## src/rtl/delay_seq_pkg.sv

```systemverilog
// Shared types for the multi-channel delay sequencer.
package delay_seq_pkg;

   typedef enum logic [1:0] {StIdle, StRun, StDone} state_t;

   typedef enum logic {ModeCascade = 1'b0, ModeParallel = 1'b1} mode_t;

   // Channel index width; a single channel still needs one bit.
   function automatic int unsigned idx_width(input int unsigned n);
      return (n > 1) ? $clog2(n) : 1;
   endfunction

endpackage

```

## src/rtl/dly_counter.sv

```systemverilog
// Clear/enable saturating up-counter with equality compare against cmp_i.
module dly_counter #(
   parameter int unsigned CNT_W = 8
) (
   input  logic             clk,
   input  logic             rst,
   input  logic             clr_i,
   input  logic             en_i,
   input  logic [CNT_W-1:0] cmp_i,
   output logic [CNT_W-1:0] cnt_o,
   output logic             match_o
);

   localparam logic [CNT_W-1:0] CntMax = '1;

   logic [CNT_W-1:0] cnt_q, cnt_d;

   always_comb begin
      cnt_d = cnt_q;
      if (clr_i) begin
         cnt_d = '0;
      end else if (en_i && (cnt_q != CntMax)) begin
         cnt_d = cnt_q + CNT_W'(1);
      end
   end

   always_ff @(posedge clk or negedge rst) begin
      if (!rst) begin
         cnt_q <= '0;
      end else begin
         cnt_q <= cnt_d;
      end
   end

   assign cnt_o   = cnt_q;
   assign match_o = (cnt_q == cmp_i);

endmodule

```

## src/rtl/delay_seq_gen.sv

```systemverilog
// Multi-channel programmable delay sequencer, cascaded or parallel release.
// Optional power-on implicit start: define DELAY_SEQ_GEN_AUTOSTART_EN.
module delay_seq_gen
   import delay_seq_pkg::*;
#(
   parameter int unsigned NUM_CH = 4,
   parameter int unsigned CNT_W  = 8
) (
   input  logic                    clk,
   input  logic                    rst,
   input  logic                    start_i,
   input  logic                    mode_i,
   input  logic [NUM_CH*CNT_W-1:0] dly_i,
   output logic [NUM_CH-1:0]       out_o,
   output logic                    busy_o,
   output logic                    done_o
);

   localparam int unsigned     IdxW    = idx_width(NUM_CH);
   localparam logic [IdxW-1:0] LastIdx = IdxW'(NUM_CH - 1);

   state_t                        state_q, state_d;
   mode_t                         mode_q, mode_d;
   logic [NUM_CH-1:0][CNT_W-1:0]  dly_q, dly_d;
   logic [IdxW-1:0]               idx_q, idx_d;
   logic [NUM_CH-1:0]             out_q, out_d;
   logic                          busy_q, busy_d;
   logic                          done_q, done_d;

   logic                          start_eff;
   logic                          cnt_clr, cnt_en, cnt_match;
   logic [CNT_W-1:0]              cnt;
   logic [NUM_CH-1:0]             hit;

`ifdef DELAY_SEQ_GEN_AUTOSTART_EN
   // High only for the first edge after reset release.
   logic auto_q;

   always_ff @(posedge clk or negedge rst) begin
      if (!rst) begin
         auto_q <= 1'b1;
      end else begin
         auto_q <= 1'b0;
      end
   end

   assign start_eff = start_i | auto_q;
`else
   assign start_eff = start_i;
`endif

   dly_counter #(
      .CNT_W (CNT_W)
   ) u_cnt (
      .clk     (clk),
      .rst     (rst),
      .clr_i   (cnt_clr),
      .en_i    (cnt_en),
      .cmp_i   (dly_q[idx_q]),
      .cnt_o   (cnt),
      .match_o (cnt_match)
   );

   always_comb begin
      state_d = state_q;
      mode_d  = mode_q;
      dly_d   = dly_q;
      idx_d   = idx_q;
      out_d   = out_q;
      busy_d  = busy_q;
      done_d  = done_q;
      cnt_clr = 1'b0;
      cnt_en  = 1'b0;
      hit     = '0;

      if (start_eff) begin
         // Start wins in every state: aborts a run or re-arms after done.
         state_d = StRun;
         mode_d  = mode_t'(mode_i);
         dly_d   = dly_i;
         idx_d   = '0;
         out_d   = '0;
         busy_d  = 1'b1;
         done_d  = 1'b0;
         cnt_clr = 1'b1;
      end else if (state_q == StRun) begin
         cnt_en = 1'b1;
         if (mode_q == ModeCascade) begin
            if (cnt_match) begin
               out_d[idx_q] = 1'b1;
               cnt_clr      = 1'b1;
               if (idx_q == LastIdx) begin
                  state_d = StDone;
                  busy_d  = 1'b0;
                  done_d  = 1'b1;
               end else begin
                  idx_d = idx_q + IdxW'(1);
               end
            end
         end else begin
            for (int k = 0; k < NUM_CH; k++) begin
               hit[k] = (cnt == dly_q[k]);
            end
            out_d = out_q | hit;
            if (&out_d) begin
               state_d = StDone;
               busy_d  = 1'b0;
               done_d  = 1'b1;
            end
         end
      end
   end

   always_ff @(posedge clk or negedge rst) begin
      if (!rst) begin
         state_q <= StIdle;
         mode_q  <= ModeCascade;
         dly_q   <= '0;
         idx_q   <= '0;
         out_q   <= '0;
         busy_q  <= 1'b0;
         done_q  <= 1'b0;
      end else begin
         state_q <= state_d;
         mode_q  <= mode_d;
         dly_q   <= dly_d;
         idx_q   <= idx_d;
         out_q   <= out_d;
         busy_q  <= busy_d;
         done_q  <= done_d;
      end
   end

   assign out_o  = out_q;
   assign busy_o = busy_q;
   assign done_o = done_q;

endmodule

```

## config.mk

```make
export PLATFORM = sky130hd
export DESIGN_NAME = delay_seq_gen
export DESIGN_NICKNAME = d
export VERILOG_FILES = /design/src/rtl/delay_seq_pkg.sv /design/src/rtl/dly_counter.sv /design/src/rtl/delay_seq_gen.sv
export SDC_FILE = /design/constraint.sdc
export NUM_CORES = 1
export LEC_CHECK = 0
export CORE_MARGIN = 3
export CORE_UTILIZATION = 48
export DETAILED_ROUTE_END_ITERATION = 6
export PLACE_DENSITY = 0.83
export SLEW_MARGIN = 20
export SYNTH_ARGS = -nofsm -noshare
export SYNTH_HDL_FRONTEND = slang
export SYNTH_HIERARCHICAL = 1
export SYNTH_SLANG_ARGS = --single-unit
export TNS_END_PERCENT = 30
```

## constraint.sdc

```tcl
create_clock -name clk -period 9.1 [get_ports clk]
set_input_delay 1.365 -clock clk [delete_from_list [all_inputs] [get_ports clk]]
set_output_delay 1.365 -clock clk [all_outputs]
set_load 0.05 [all_outputs]
```

; Yosys cells after proc, flatten, opt, wreduce, memory -nomap -nowiden
; Cells that the tools add are included.
[op_classes]
n_eq_ne = 11
n_reduce_logical = 11
muxes = 39
bitwise = 2
n_lt_le_gt_ge = 2
add_sub_neg = 2
[ops]
columns = operator, n
row1 = 8-bit equality test, 5
row2 = 8-bit 2-to-1 mux, 3
row3 = 2-bit 2-to-1 mux, 11
row4 = 1-bit 2-to-1 mux, 19
row5 = 8-bit binary-select mux with 2-bit select, 1
row6 = 4-bit 2-to-1 mux, 4
row7 = 4-bit AND reduction, 3
row8 = "8-bit by 1-bit adder with 8-bit output, second input constant", 1
row9 = "8-bit inequality test, second input constant", 1
row10 = 4-bit OR, 2
row11 = 2-bit nonzero test, 3
row12 = 3-bit nonzero test, 2
row13 = "2-bit inequality test, second input constant", 2
row14 = "2-bit by 3-bit < comparator with 1-bit output, second input constant", 1
row15 = "3-bit by 2-bit inequality test with 1-bit output, second input constant", 1
row16 = "2-bit by 1-bit adder with 2-bit output, second input constant", 1
row17 = 1-bit demux with 2-bit select, 1
row18 = "2-bit by 1-bit equality test with 1-bit output, second input constant", 1
row19 = "2-bit equality test, second input constant", 1
row20 = "2-bit by 1-bit >= comparator with 1-bit output, second input constant", 1
row21 = 1-bit logical AND, 2
row22 = 2-bit AND reduction, 1
[word_totals]
reg_bits = 51
out_inout_bits = 6
elab_cells = 78
inputBits = 36

; Logic depth before layout (Yosys ltp)
[logic_depth]
depth_word = 9
ltp_mapped = 10
depth_no_buf = 8

; Modules after synthesis
; Netlist, hierarchy kept.
[by_module_without_submodules]
columns = mod, cells_per_inst, seq_area_each_um2, instances, area_per_inst_um2
row1 = delay_seq_gen, 174, 1026.0, 1, 2220.9
row2 = dly_counter, 59, 200.2, 1, 603.1

; Worst setup path before layout
; No wires, ideal clock.
[synth_path]
path_type = register -> register
from = register idx_q[0]
to = register u_cnt.cnt_q[0] (netlist: u_cnt/cnt_o[0])
slack_ps = 6248
path_stages_with_launch = 11
arrival_ps = 2727
setup_ps = 125
period_less_slack_ps = 2852
n_path_buf = 2
required_ps = 8975
cell_sequence = dfrtp_1 > clkbuf_1 > mux4_2 > xnor2_1 > nand4_1 > nor2_1 > nor2b_1 > a21o_1 > clkbuf_1 > nor2b_1 > mux2_4
[synth_via]
elab_chain_cells = 8
elab_cells_between_ends = 9
classes_between = eq/ne (1) / mux (7) / reduce/logical (1)
[synth_lines]
columns = element, line_no
row1 = from (decl), delay_seq_gen.sv:25  ; logic [IdxW-1:0] idx_q, idx_d;
row2 = from (signal assigned), delay_seq_gen.sv:127  ; idx_q <= idx_d;
row3 = 8-bit binary-select mux with 2-bit select (*), delay_seq_gen.sv:59  ; .cmp_i (dly_q[idx_q]),
row4 = 8-bit 2-to-1 mux (implied by the code) (*), delay_seq_gen.sv:59
row5 = 8-bit equality test (*), dly_counter.sv:36  ; assign match_o = (cnt_q == cmp_i);
row6 = net cnt_match, delay_seq_gen.sv:31  ; logic cnt_clr, cnt_en, cnt_match;
row7 = 1-bit 2-to-1 mux (*), delay_seq_gen.sv:89  ; if (cnt_match) begin
row8 = 1-bit 2-to-1 mux (*), delay_seq_gen.sv:88  ; if (mode_q == ModeCascade) begin
row9 = 1-bit 2-to-1 mux (*), delay_seq_gen.sv:86  ; end else if (state_q == StRun) begin
row10 = 1-bit 2-to-1 mux (*), delay_seq_gen.sv:76  ; if (start_eff) begin
row11 = net cnt_clr, delay_seq_gen.sv:31
row12 = 8-bit 2-to-1 mux / 2-bit nonzero test (equally long branches), --
row13 = to (signal assigned), dly_counter.sv:31  ; cnt_q <= cnt_d;
row14 = to (decl), dly_counter.sv:16  ; logic [CNT_W-1:0] cnt_q, cnt_d;
; Mark *: on every way through the listed nets, which the timed path passes. The rest lies on a longest branch. The select of a mux whose other input is x is not followed.
; A chain may end at the register's enable or synchronous reset.

; Worst setup path after layout
; Ends and elaborated chain as after synthesis.

==> metrics.md <==
| Metric | Value |
|---|---|
| Max Cap Violations | `0` |
| Hold buffer count at cts | `0` |
| Slew Viols, Final | `0` |
| Pwr Total | `around 0.49 mW` |
| DRT antenna net count | `0` |
| CP required | `~9.3 ns` |
| TritonCTS Sinks | `49` |
| Root Driver | `clkbuf_8` |
| Setup TNS | `0 ns` |
| Layout filler cell count | `slightly below 500` |
| Flop and latch count out of synthesis | `between 40 and 50` |
| Total track usage | `18.8%` |
| Hold slack final | `roughly 0.56 ns` |
| CTS tree | `yes` |
| Worst hold-check path type | `reg -> reg` |
| Worst-path clk slew | `around 0.09 ns` |
| Syn_nets | `around 270` |
| Commonest cells after routing, fill and taps aside | `49 x dfrtp_1, 39 x clkdlybuf4s50_1, 32 x xor2_1, 30 x mux2_2, 14 x nor2_1` |
| Total CTS buffers | `5` |
| Met2 GRT Util | `29.3%` |
| Total setup buffers inserted after CTS | `0` |
| Total grt overflow | `0` |
| Post-place setup slack | `6.03 ns` |
| Fmax | `around 0.34 GHz` |
| DIE WIDTH | `slightly above 80 um` |
| Htree depth | `2` |
| Core Util, Final | `between 60% and 70%` |
| Final hold violation count | `0` |
| Average vias per placed instance | `about 5.6` |
| Setup crit start kind | `register` |
| Met1 GRT Util | `26.6%` |
| CP cell instances | `mux4_2 -> xnor2_1 -> nand4_1 -> nor2_1 -> nor2b_1 -> a21o_1 -> nor2_1 -> mux2_4` |
| Area delta synth->final | `19.3%` |
| DR pass1 iterations | `4` |
| IO Pins | `42` |
| Avg Synthesized Cell Area | `~12 sq um` |
| Final period util | `roughly a third` |
| DR vias | `between 1500 and 2000` |
| Critical path endpoint category | `register` |
| Distinct cells, synth | `42` |
| DIE AREA | `6840 sq um` |
| Post-CTS sizing | `0` |
| Worst slew margin | `41.6%` |
| N_diodes | `0` |
| Die Ht | `just over 80 um` |
| Status | `finished, final reports clean` |
| CP max stage cell | `dfrtp_1` |
| Syn Inst Count | `between 200 and 250` |
| Drt drc | `0` |
| Vias in the first global route | `slightly below 2000` |
| LEAKAGE | `between 1 and 1.5 nW` |
| Antenna violations before repair | `0` |
| Area after DPL | `3260 sq um` |
| Fin area | `3370 sq um` |
| Family with the most delay on the worst path | `multiplexers` |
| Critical Path AT | `3.13 ns` |
| Largest net degree at the start of global routing | `50` |
| GR Layer Usage met3 | `~2.9%` |
| Final wirelength | `roughly 5.7 mm` |
| Commonest non-fill, non-tap cell in the layout | `dfrtp_1` |
| Power density over the cells | `146 nW/um^2` |
| Sequential area share after synthesis | `a little over two fifths` |
| Hpwl dp | `4.11 mm` |
| Clk Latency, worst-skew pair | `0.30 ns` |
| Final Net Count | `312` |
| Crit path kind | `reg -> reg` |
| Core ar. | `between 5000 and 6000 sq um` |
| VDD IR max | `between 90 and 100 uV` |
| Grt peak-use layer | `met2` |
| Final WS setup | `6.15 ns` |
| Placed cells | `336` |
| Crit-path max cell delay | `between 0.7 and 0.8 ns` |
| Cell Rows | `27` |
| Yosys warns | `6` |
| Clock skew | `around 0.010 ns` |
| Tmin final | `2.95 ns` |
| Gpl congestion | `between 0.9 and 1` |
| Finish-stage setup viols | `0` |
| Fraction of layout cells with a size suffix above 1 | `a little over a fifth` |
| Post-Layout Cell Count | `around 340` |
| Crit Path Max Fanout | `13` |
| Initial cell density of the core | `roughly half` |
| Routed length per instance | `approximately 17 um` |
| Maximum clock insertion buffer count | `2` |
| Port Buffers | `41` |
| Worst-Margin Slew | `roughly 0.88 ns` |
| DRT iter0 DRCs | `roughly 170` |
| First-pass GRT wire length | `slightly below 10 mm` |
| Mapped Area | `between 2000 and 3000 sq um` |
| RSZ-0062 raised after global routing | `no` |
| Buf+Inv Stages, Crit Path | `0` |
| Most frequent cell on the critical path | `nor2_1` |
[cell families after synthesis]
kind of cell    Yosys count  synth area share (%)
simple gates             51                  10.2
flops                    49                  43.4
mux                      46                  22.0
xor+xnor                 41                  12.7
compound gates           28                  7.22
buf+inv                  13                  2.26
fa+ha+maj                 5                  2.22
[path summary, 6_finish.rpt]
kind	from	slack, ns	cells past startpoint	endpoint
worst max-delay path	idx_q[0]$_DFFE_PN0P_	6.15	8	u_cnt/cnt_o[0]$_DFFE_PN0P_
worst min-delay path	dly_q[3]$_DFFE_PN0P_	0.56	1	dly_q[3]$_DFFE_PN0P_
worst max register to register	idx_q[0]$_DFFE_PN0P_	6.15	8	u_cnt/cnt_o[0]$_DFFE_PN0P_
worst min register to register	dly_q[3]$_DFFE_PN0P_	0.56	1	dly_q[3]$_DFFE_PN0P_
max in group asynchronous	rst	7.61	1	out_o[2]$_DFFE_PN0P_
min in group asynchronous	rst	1.07	1	dly_q[25]$_DFFE_PN0P_
[state kept, by name (all words and copies together) (netlist names)]
| name | count |
|---|---|
| dly_q | 32 |
| done_o | 1 |
| u_cnt/cnt_o | 8 |
| mode_q | 1 |
| state_q | 1 |
| out_o | 4 |
| idx_q | 2 |
[synthesized netlist by cell type (all sizes together)]
library cell,count,share of area [%]
a32o,1,0.35
nor3b,1,0.27
and4,2,0.62
dfrtp,49,43
nand2b,4,0.89
o21a,3,0.80
ha,5,2.2
o22ai,3,0.66
nand2,5,0.66
nand3,1,0.18
a211oi,2,0.71
or4,1,0.27
a21boi,2,0.66
xnor2,9,2.8
nor4bb,1,0.35
nor2b,7,1.6
a41oi,1,0.31
and3,2,0.49
mux4,8,6.4
o21ai,1,0.18
inv,3,0.40
mux2i,2,0.71
nor3,1,0.18
xor2,32,9.9
buf,4,1.1
nor2,14,1.9
mux2,36,15
a311oi,2,0.62
a311o,1,0.35
nor4,8,2.0
a21o,2,0.53
a21oi,10,2.0
nand4,4,0.89
clkbuf,6,0.80
[routing by layer]
metal	part of all wire [%]	wire length, um
met2	49	2790
met3	3.5	199
met5	0	0
met4	2.1	121
met1	45	2550
[area by class of cell]
type | count | area (sq um) | share of cell area [%]
inverters | 3 | 11.3 | 0.334
clock buffers | 5 | 68.8 | 2.04
flip-flops and latches | 49 | 1230 | 36.4
multi-input cells | 171 | 1530 | 45.5
well taps | 72 | 90.1 | 2.67
repair buffers | 41 | 403 | 12.0
clock inverters | 2 | 35.0 | 1.04
[worst register-to-register path, stage by stage (launching register included)]
cell and delay (ns):
dfrtp_1 0.75, mux4_2 0.61, xnor2_1 0.17, nand4_1 0.11
nor2_1 0.20, nor2b_1 0.24, a21o_1 0.40, nor2_1 0.10
mux2_4 0.26
[where the power goes]
group          switching (mW)  internal, mW  leakage [nW]  total, mW
registers              0.0205         0.234         0.604      0.255
logic                  0.0354        0.0491         0.740     0.0844
clock network          0.0714        0.0800        0.0540      0.151
Power figures use the tool's default switching activity.
